[src/rtl/tt_mask_idx_gen.sv]
// Mask/index item generator for vector memops: streams 65-bit {mask, index|maskword}
// items to the LSU under credit flow control, with indices fed through a chunk FIFO.
module tt_mask_idx_gen #(
   parameter int VLEN         = 256,
   parameter int MASK_CREDITS = 2,
   parameter int IDX_CHUNKS   = 8
) (
   input  logic                       i_clk,
   input  logic                       i_reset_n,
   input  logic                       i_memop_sync_start,
   input  logic                       i_abort,
   input  logic                       i_is_masked_memop,
   input  logic                       i_is_indexed,
   input  logic [$clog2(VLEN+1)-1:0]  i_vl,
   input  logic [1:0]                 i_eew,
   input  logic [VLEN-1:0]            i_mask_data,
   input  logic [VLEN-1:0]            i_index_data,
   input  logic                       i_index_data_valid,
   input  logic                       i_mask_idx_credit,
   output logic                       o_mask_idx_valid,
   output logic [64:0]                o_mask_idx_item,
   output logic                       o_mask_idx_last_idx,
   output logic                       o_busy,
   output logic                       o_idx_ovf
);
   localparam int VLW  = $clog2(VLEN+1);
   localparam int EW   = $clog2(VLEN);
   localparam int BW   = $clog2(VLEN/8);
   localparam int EPC8 = VLEN/8;
   localparam int NW   = VLEN/64;
   localparam int WW   = (NW > 1) ? $clog2(NW) : 1;
   localparam int CW   = $clog2(MASK_CREDITS+1);
   localparam int PW   = (IDX_CHUNKS > 1) ? $clog2(IDX_CHUNKS) : 1;
   localparam int FW   = $clog2(IDX_CHUNKS+1);

   localparam logic [0:0] IDLE = 1'b0;
   localparam logic [0:0] SEND = 1'b1;

   typedef struct packed {
      logic [1:0] eew;
      logic       indexed;
   } op_t;

   logic [0:0]          state;
   op_t                 op_q;
   logic [VLEN-1:0]     mask_q;
   logic [VLW-1:0]      rem_q;
   logic [EW-1:0]       ptr_q;
   logic [BW-1:0]       off_q;
   logic [CW-1:0]       credits_q;
   logic [VLEN-1:0]     fifo [IDX_CHUNKS];
   logic [PW-1:0]       wr_ptr, rd_ptr;
   logic [FW-1:0]       cnt;
   logic                valid_q, last_q, ovf_q;
   logic [64:0]         item_q;

   // Per-bit tail mask: element positions >= vl never reach the LSU as active.
   logic [VLEN-1:0] vl_mask;
   for (genvar i = 0; i < VLEN; i++) begin : g_vlm
      assign vl_mask[i] = (VLW'(i) < i_vl);
   end

   logic [CW:0] cred_nxt;
   logic [CW-1:0] cred_d;
   assign cred_nxt = {1'b0, credits_q} + (CW+1)'(i_mask_idx_credit) - (CW+1)'(valid_q);
   assign cred_d   = (cred_nxt > (CW+1)'(MASK_CREDITS)) ? CW'(MASK_CREDITS) : cred_nxt[CW-1:0];

   logic fifo_empty, fifo_full, last_item, issue, pop, wr_req, push, ovf;
   logic start_idle, start_go;
   assign fifo_empty = (cnt == '0);
   assign fifo_full  = (cnt == FW'(IDX_CHUNKS));
   assign last_item  = (rem_q == VLW'(1));
   assign issue      = (state == SEND) && !i_abort && (cred_nxt != '0) && (rem_q != '0)
                       && (!op_q.indexed || !fifo_empty);
   assign start_idle = i_memop_sync_start && (state == IDLE) && !i_abort;
   assign start_go   = start_idle && (i_is_masked_memop || i_is_indexed) && (i_vl != '0);

   // Element offset inside the head chunk, in bits, scaled by the index width.
   logic [EW-1:0] sh_amt;
   logic [63:0]   elem_raw, elem;
   logic [BW-1:0] epc_m1;
   assign sh_amt   = {off_q, 3'b000} << op_q.eew;
   assign elem_raw = 64'(fifo[rd_ptr] >> sh_amt);

   always_comb begin
      elem   = elem_raw;
      epc_m1 = BW'(EPC8/8 - 1);
      case (op_q.eew)
         2'd0: begin elem = {56'd0, elem_raw[7:0]};  epc_m1 = BW'(EPC8 - 1);   end
         2'd1: begin elem = {48'd0, elem_raw[15:0]}; epc_m1 = BW'(EPC8/2 - 1); end
         2'd2: begin elem = {32'd0, elem_raw[31:0]}; epc_m1 = BW'(EPC8/4 - 1); end
         default: ;
      endcase
   end

   logic [NW-1:0][63:0] mask_words;
   logic [64:0]         item_d;
   assign mask_words = mask_q;
   assign item_d     = op_q.indexed ? {mask_q[ptr_q], elem} : {1'b1, mask_words[ptr_q[WW-1:0]]};

   // A chunk retires after its final element, or early when the memop's last item leaves.
   assign pop    = issue && op_q.indexed && ((off_q == epc_m1) || last_item);
   assign wr_req = i_index_data_valid && (i_is_indexed || ((state == SEND) && op_q.indexed));
   assign push   = wr_req && !i_abort && (!fifo_full || pop);
   assign ovf    = wr_req && fifo_full && !pop;

   logic [VLW:0]   vl_up;
   logic [VLW-1:0] rem_init;
   assign vl_up    = {1'b0, i_vl} + (VLW+1)'(63);
   assign rem_init = i_is_indexed ? i_vl : VLW'(vl_up >> 6);

   always_ff @(posedge i_clk) begin
      if (push) fifo[wr_ptr] <= i_index_data;
   end

   always_ff @(posedge i_clk) begin
      if (!i_reset_n) begin
         state     <= IDLE;
         op_q      <= '0;
         mask_q    <= '0;
         rem_q     <= '0;
         ptr_q     <= '0;
         off_q     <= '0;
         credits_q <= CW'(MASK_CREDITS);
         wr_ptr    <= '0;
         rd_ptr    <= '0;
         cnt       <= '0;
         valid_q   <= 1'b0;
         item_q    <= '0;
         last_q    <= 1'b0;
         ovf_q     <= 1'b0;
      end else begin
         credits_q <= cred_d;
         valid_q   <= issue;
         last_q    <= issue && last_item;
         ovf_q     <= ovf;
         if (issue) item_q <= item_d;

         if (i_abort) begin
            wr_ptr <= '0;
            rd_ptr <= '0;
            cnt    <= '0;
         end else begin
            if (push) wr_ptr <= (wr_ptr == PW'(IDX_CHUNKS-1)) ? '0 : wr_ptr + 1'b1;
            if (pop)  rd_ptr <= (rd_ptr == PW'(IDX_CHUNKS-1)) ? '0 : rd_ptr + 1'b1;
            cnt <= cnt + FW'(push) - FW'(pop);
         end

         if (i_abort) begin
            state <= IDLE;
            rem_q <= '0;
         end else if (state == IDLE) begin
            if (start_idle) begin
               op_q   <= '{eew: i_eew, indexed: i_is_indexed};
               mask_q <= (i_is_masked_memop ? i_mask_data : {VLEN{1'b1}}) & vl_mask;
            end
            if (start_go) begin
               state <= SEND;
               rem_q <= rem_init;
               ptr_q <= '0;
               off_q <= '0;
            end
         end else if (issue) begin
            rem_q <= rem_q - 1'b1;
            ptr_q <= ptr_q + 1'b1;
            off_q <= (off_q == epc_m1) ? '0 : off_q + 1'b1;
            if (last_item) state <= IDLE;
         end
      end
   end

   assign o_mask_idx_valid    = valid_q;
   assign o_mask_idx_item     = item_q;
   assign o_mask_idx_last_idx = last_q;
   assign o_busy              = (state == SEND);
   assign o_idx_ovf           = ovf_q;

   a_credit_ovf: assert property (@(posedge i_clk) disable iff (!i_reset_n)
      !(i_mask_idx_credit && !valid_q && (credits_q == CW'(MASK_CREDITS))));
endmodule

[config.mk]
export PLATFORM = sky130hd
export DESIGN_NAME = tt_mask_idx_gen
export DESIGN_NICKNAME = d
export VERILOG_FILES = /design/src/rtl/tt_mask_idx_gen.sv
export SDC_FILE = /design/constraint.sdc
export NUM_CORES = 2
export LEC_CHECK = 0
export BUFFER_PORTS_ARGS = -buffer_cell sky130_fd_sc_hd__buf_2
export CORE_MARGIN = 2
export CORE_UTILIZATION = 40
export DETAILED_ROUTE_END_ITERATION = 10
export MAX_ROUTING_LAYER = met4
export PLACE_DENSITY_LB_ADDON = 0.25
export SYNTH_ARGS = -nofsm -noshare
export SYNTH_HDL_FRONTEND = slang
export SYNTH_SLANG_ARGS = --single-unit
[constraint.sdc]
create_clock -name i_clk -period 74.3 [get_ports i_clk]
set_input_delay 11.145 -clock i_clk [delete_from_list [all_inputs] [get_ports i_clk]]
set_output_delay 11.145 -clock i_clk [all_outputs]
set_load 0.01 [all_outputs]
==> out/results.tsv <==
metric	value	unit
status	completed	
fin_tns_setup	0	ns
ir_worst_vdd	21.2	µV
die-area	270000	µm²
cts_resized	0	
first_pass_iters	7	
cp.arrival	16.65	ns
critPathMaxStageDelay	0.83	ns
synth_fp_nets	7360	
crit_family	buffers and inverters	
syn2layout_area_growth	13.9	%
gr-usage-met2	43.5	%
ys_seq_area_share	64.7	%
fillers	23200	
maxCapViolations	0	
leakage	39.1	nW
synth.area.top_cells	edfxtp_1 58%, mux4_2 13%, dfxtp_1 6.9%	
start_util	40.1	%
dp_worst_setup_slack	57.15	ns
synth_common_cells	2048 x edfxtp_1, 621 x mux4_2, 554 x nor2_1, 510 x a21oi_1, 411 x nand2_1	
routedWlPerCell	34.9	µm
std_cell_rows	189	
cts_setup_buffers	0	
period_needed	16.21	ns
final_hold_viol_count	0	
grt_remaining_overflow	0	
crit_path_max_fanout	53	
async_flop_share	0	%
grt_use_total	29.0	%
cp-start-kind	primary input	
synth-compound-area-share	7.79	%
clk_latency	0.85	ns
finalCritPeriodShare	21.8	%
cts_buffer_depth	4	
synth_most_common_cell	edfxtp_1	
hold_class	flop to flop	
h-tree-depth	5	
io_pins	600	
drc	0	
cts_tree	done	
grt.met1_usage	38.5	%
grtUsageMet3	7.05	%
drive_above_1_share	26.4	%
ys_seq_elements	2413	
io_buffers	599	
ys_types	89	
core	265000	µm²
path_buf_inv	4	
drt_wl_total	388000	µm
path_clk_slew	0.06	ns
clock.fmax	61.7	MHz
synth_area_per_cell	15.6	µm²
grt_max_degree	225	
synthAdderAreaFrac	0.226	%
synthMuxAreaShare	19.1	%
antenna_found_initial	125	
hpwlAfterDp	272000	µm
final_core_util	45.7	%
slowest_stage	buf_4	
cts_hold_buffers	0	
maxSlewViolCount	0	
grt_pass1_wl	535000	µm
yosys_warnings	0	
final_net_count	7840	
rsz0062_at_grt	false	
crit_chain	buf_2, ha_1, fa_1, xnor2_1, nor3_1, a2111oi_4, nand2_1, a21o_1, a31o_2, nor2_1, and3b_4, buf_4, buf_4, buf_4	
end_kind	flop	
crit_top_cell	buf_4	
synth_edf_count	2048	
skew	0.0533	ns
crit_type	primary input to flop	
synth_xor_area_share	0.140	%
max-slew-margin-rel	11.8	%
die_y	520	µm
via_count	67800	
setup_slack	58.09	ns
synth-simple-area-share	5.21	%
synth_flop_cell	edfxtp_1	
grt_pass1_vias	65700	
cts_sinks	2413	
busiest_layer	met2	
tightest_slew	1.29	ns
synthesis.instances	6811	
final_antenna_net_count	0	
via_per_inst	6.10	
cts_root_buf	clkbuf_16	
drt-initial-drc-count	9035	
dieWidth	520	µm
gp_congestion	1.02	
r2r_setup_slack	66.95	ns
power.density	24.5	nW/µm²
crit_required	74.74	ns
netlist_area	106000	µm²
synth_top_family_by_area	multiplexers	
yosys.area.top_type	edfxtp_1	
cts-buffers-inserted	270	
finalSetupViolations	0	
synth_top_area_share	57.8	%
[area by class of cell]
class	instances	area (µm²)	share of cell area (%)
Clock inverter	134	1410	1.16
Timing Repair Buffer	730	4190	3.46
Sequential cell	2413	68800	56.8
Tap cell	3533	4420	3.65
Antenna cell	94	235	0.194
Inverter	34	140	0.116
Clock buffer	338	7190	5.93
Multi-Input combinational cell	3842	34700	28.7
[tightest hold or removal path: cells and delay by family, from the launching register on]
kind | cells | cell delay [ns]
and+or+nand+nor | 1 | 0.06
DFF | 1 | 0.32
AOI/OAI and AO/OA | 1 | 0.05
[metrics by stage]
stage          std cells  area [µm²]  hold slack, ns  power (mW)
2_1_floorplan       6811      106000           0.439        1.59
3_3_place_gp       10600      112000           0.449        1.67
3_5_place_dp       10600      112000           0.458        1.67
4_1_cts            11000      121000           0.472        2.98
5_1_grt            11100      121000           0.483        3.05
6_report           11100      121000           0.471        2.97
[report_power, final]
| part | switching (mW) | internal [mW] | leakage (nW) |
|---|---|---|---|
| clock network | 0.539 | 0.775 | 4.17 |
| logic | 0.113 | 0.0481 | 13.5 |
| registers | 0.00980 | 1.48 | 21.4 |
[logic make-up (layout without fill, tap and decap cells)]
family | Yosys count | after routing
DFF | 2413 | 2413
AOI/OAI and AO/OA | 1318 | 1318
and+or+nand+nor | 1298 | 1298
muxes | 1191 | 1191
buffers and inverters | 556 | 1236
adders and majority gates | 18 | 18
xor gates and xnor gates | 17 | 17
other | 0 | 94
[final timing paths]
kind | from | end | cells past startpoint
hold / removal | mask_q[203]$_SDFFE_PN0P_ | mask_q[203]$_SDFFE_PN0P_ | 2
setup / recovery | i_mask_idx_credit | fifo[3][222]$_DFFE_PP_ | 14
hold reg to reg | mask_q[203]$_SDFFE_PN0P_ | mask_q[203]$_SDFFE_PN0P_ | 2
setup reg to reg | flop | o_mask_idx_item[12]$_SDFFE_PN0N_ | 14
[registers in the layout (all words and copies together), names as in the netlist, 2 cells and up, named ones only]
name and count:
op_q 3, ptr_q 8, rem_q 9, mask_q 256, fifo 2048, o_mask_idx_item 65, off_q 5, rd_ptr 3
credits_q 2, cnt 4, wr_ptr 3
[cells in the final DEF, fill, tap and decap left out, types with 24 or more instances in the layout]
cell type / synthesis / layout
mux2_2: 183 / 182
buf_2: 115 / 599
o211ai_1: 67 / 67
nand2_1: 411 / 410
nor2_1: 554 / 550
dfxtp_1: 365 / 360
nand3_1: 46 / 46
mux2i_1: 363 / 361
o21ai_0: 210 / 208
a22oi_1: 29 / 29
clkinv_1: 2 / 51
and3_1: 30 / 30
buf_4: 39 / 114
clkbuf_16: 0 / 275
o22ai_1: 105 / 105
diode_2: 0 / 94
a211oi_1: 91 / 91
clkinv_2: 0 / 28
a221oi_1: 29 / 29
edfxtp_1: 2048 / 2048
o221ai_1: 94 / 94
bufinv_16: 0 / 25
a21oi_1: 510 / 507
a31oi_1: 24 / 24
nor3_1: 133 / 123
clkbuf_1: 252 / 56
mux4_2: 621 / 621
inv_1: 30 / 29
[layer usage]
layer  vias up  part of all wire (%)
li1      28400                     -
met1     35300                    41
met2      3425                    46
met3       661                   9.5
met4         0                   4.1
met5         -                     0
Note: power is estimated with default switching activity, not from simulation.
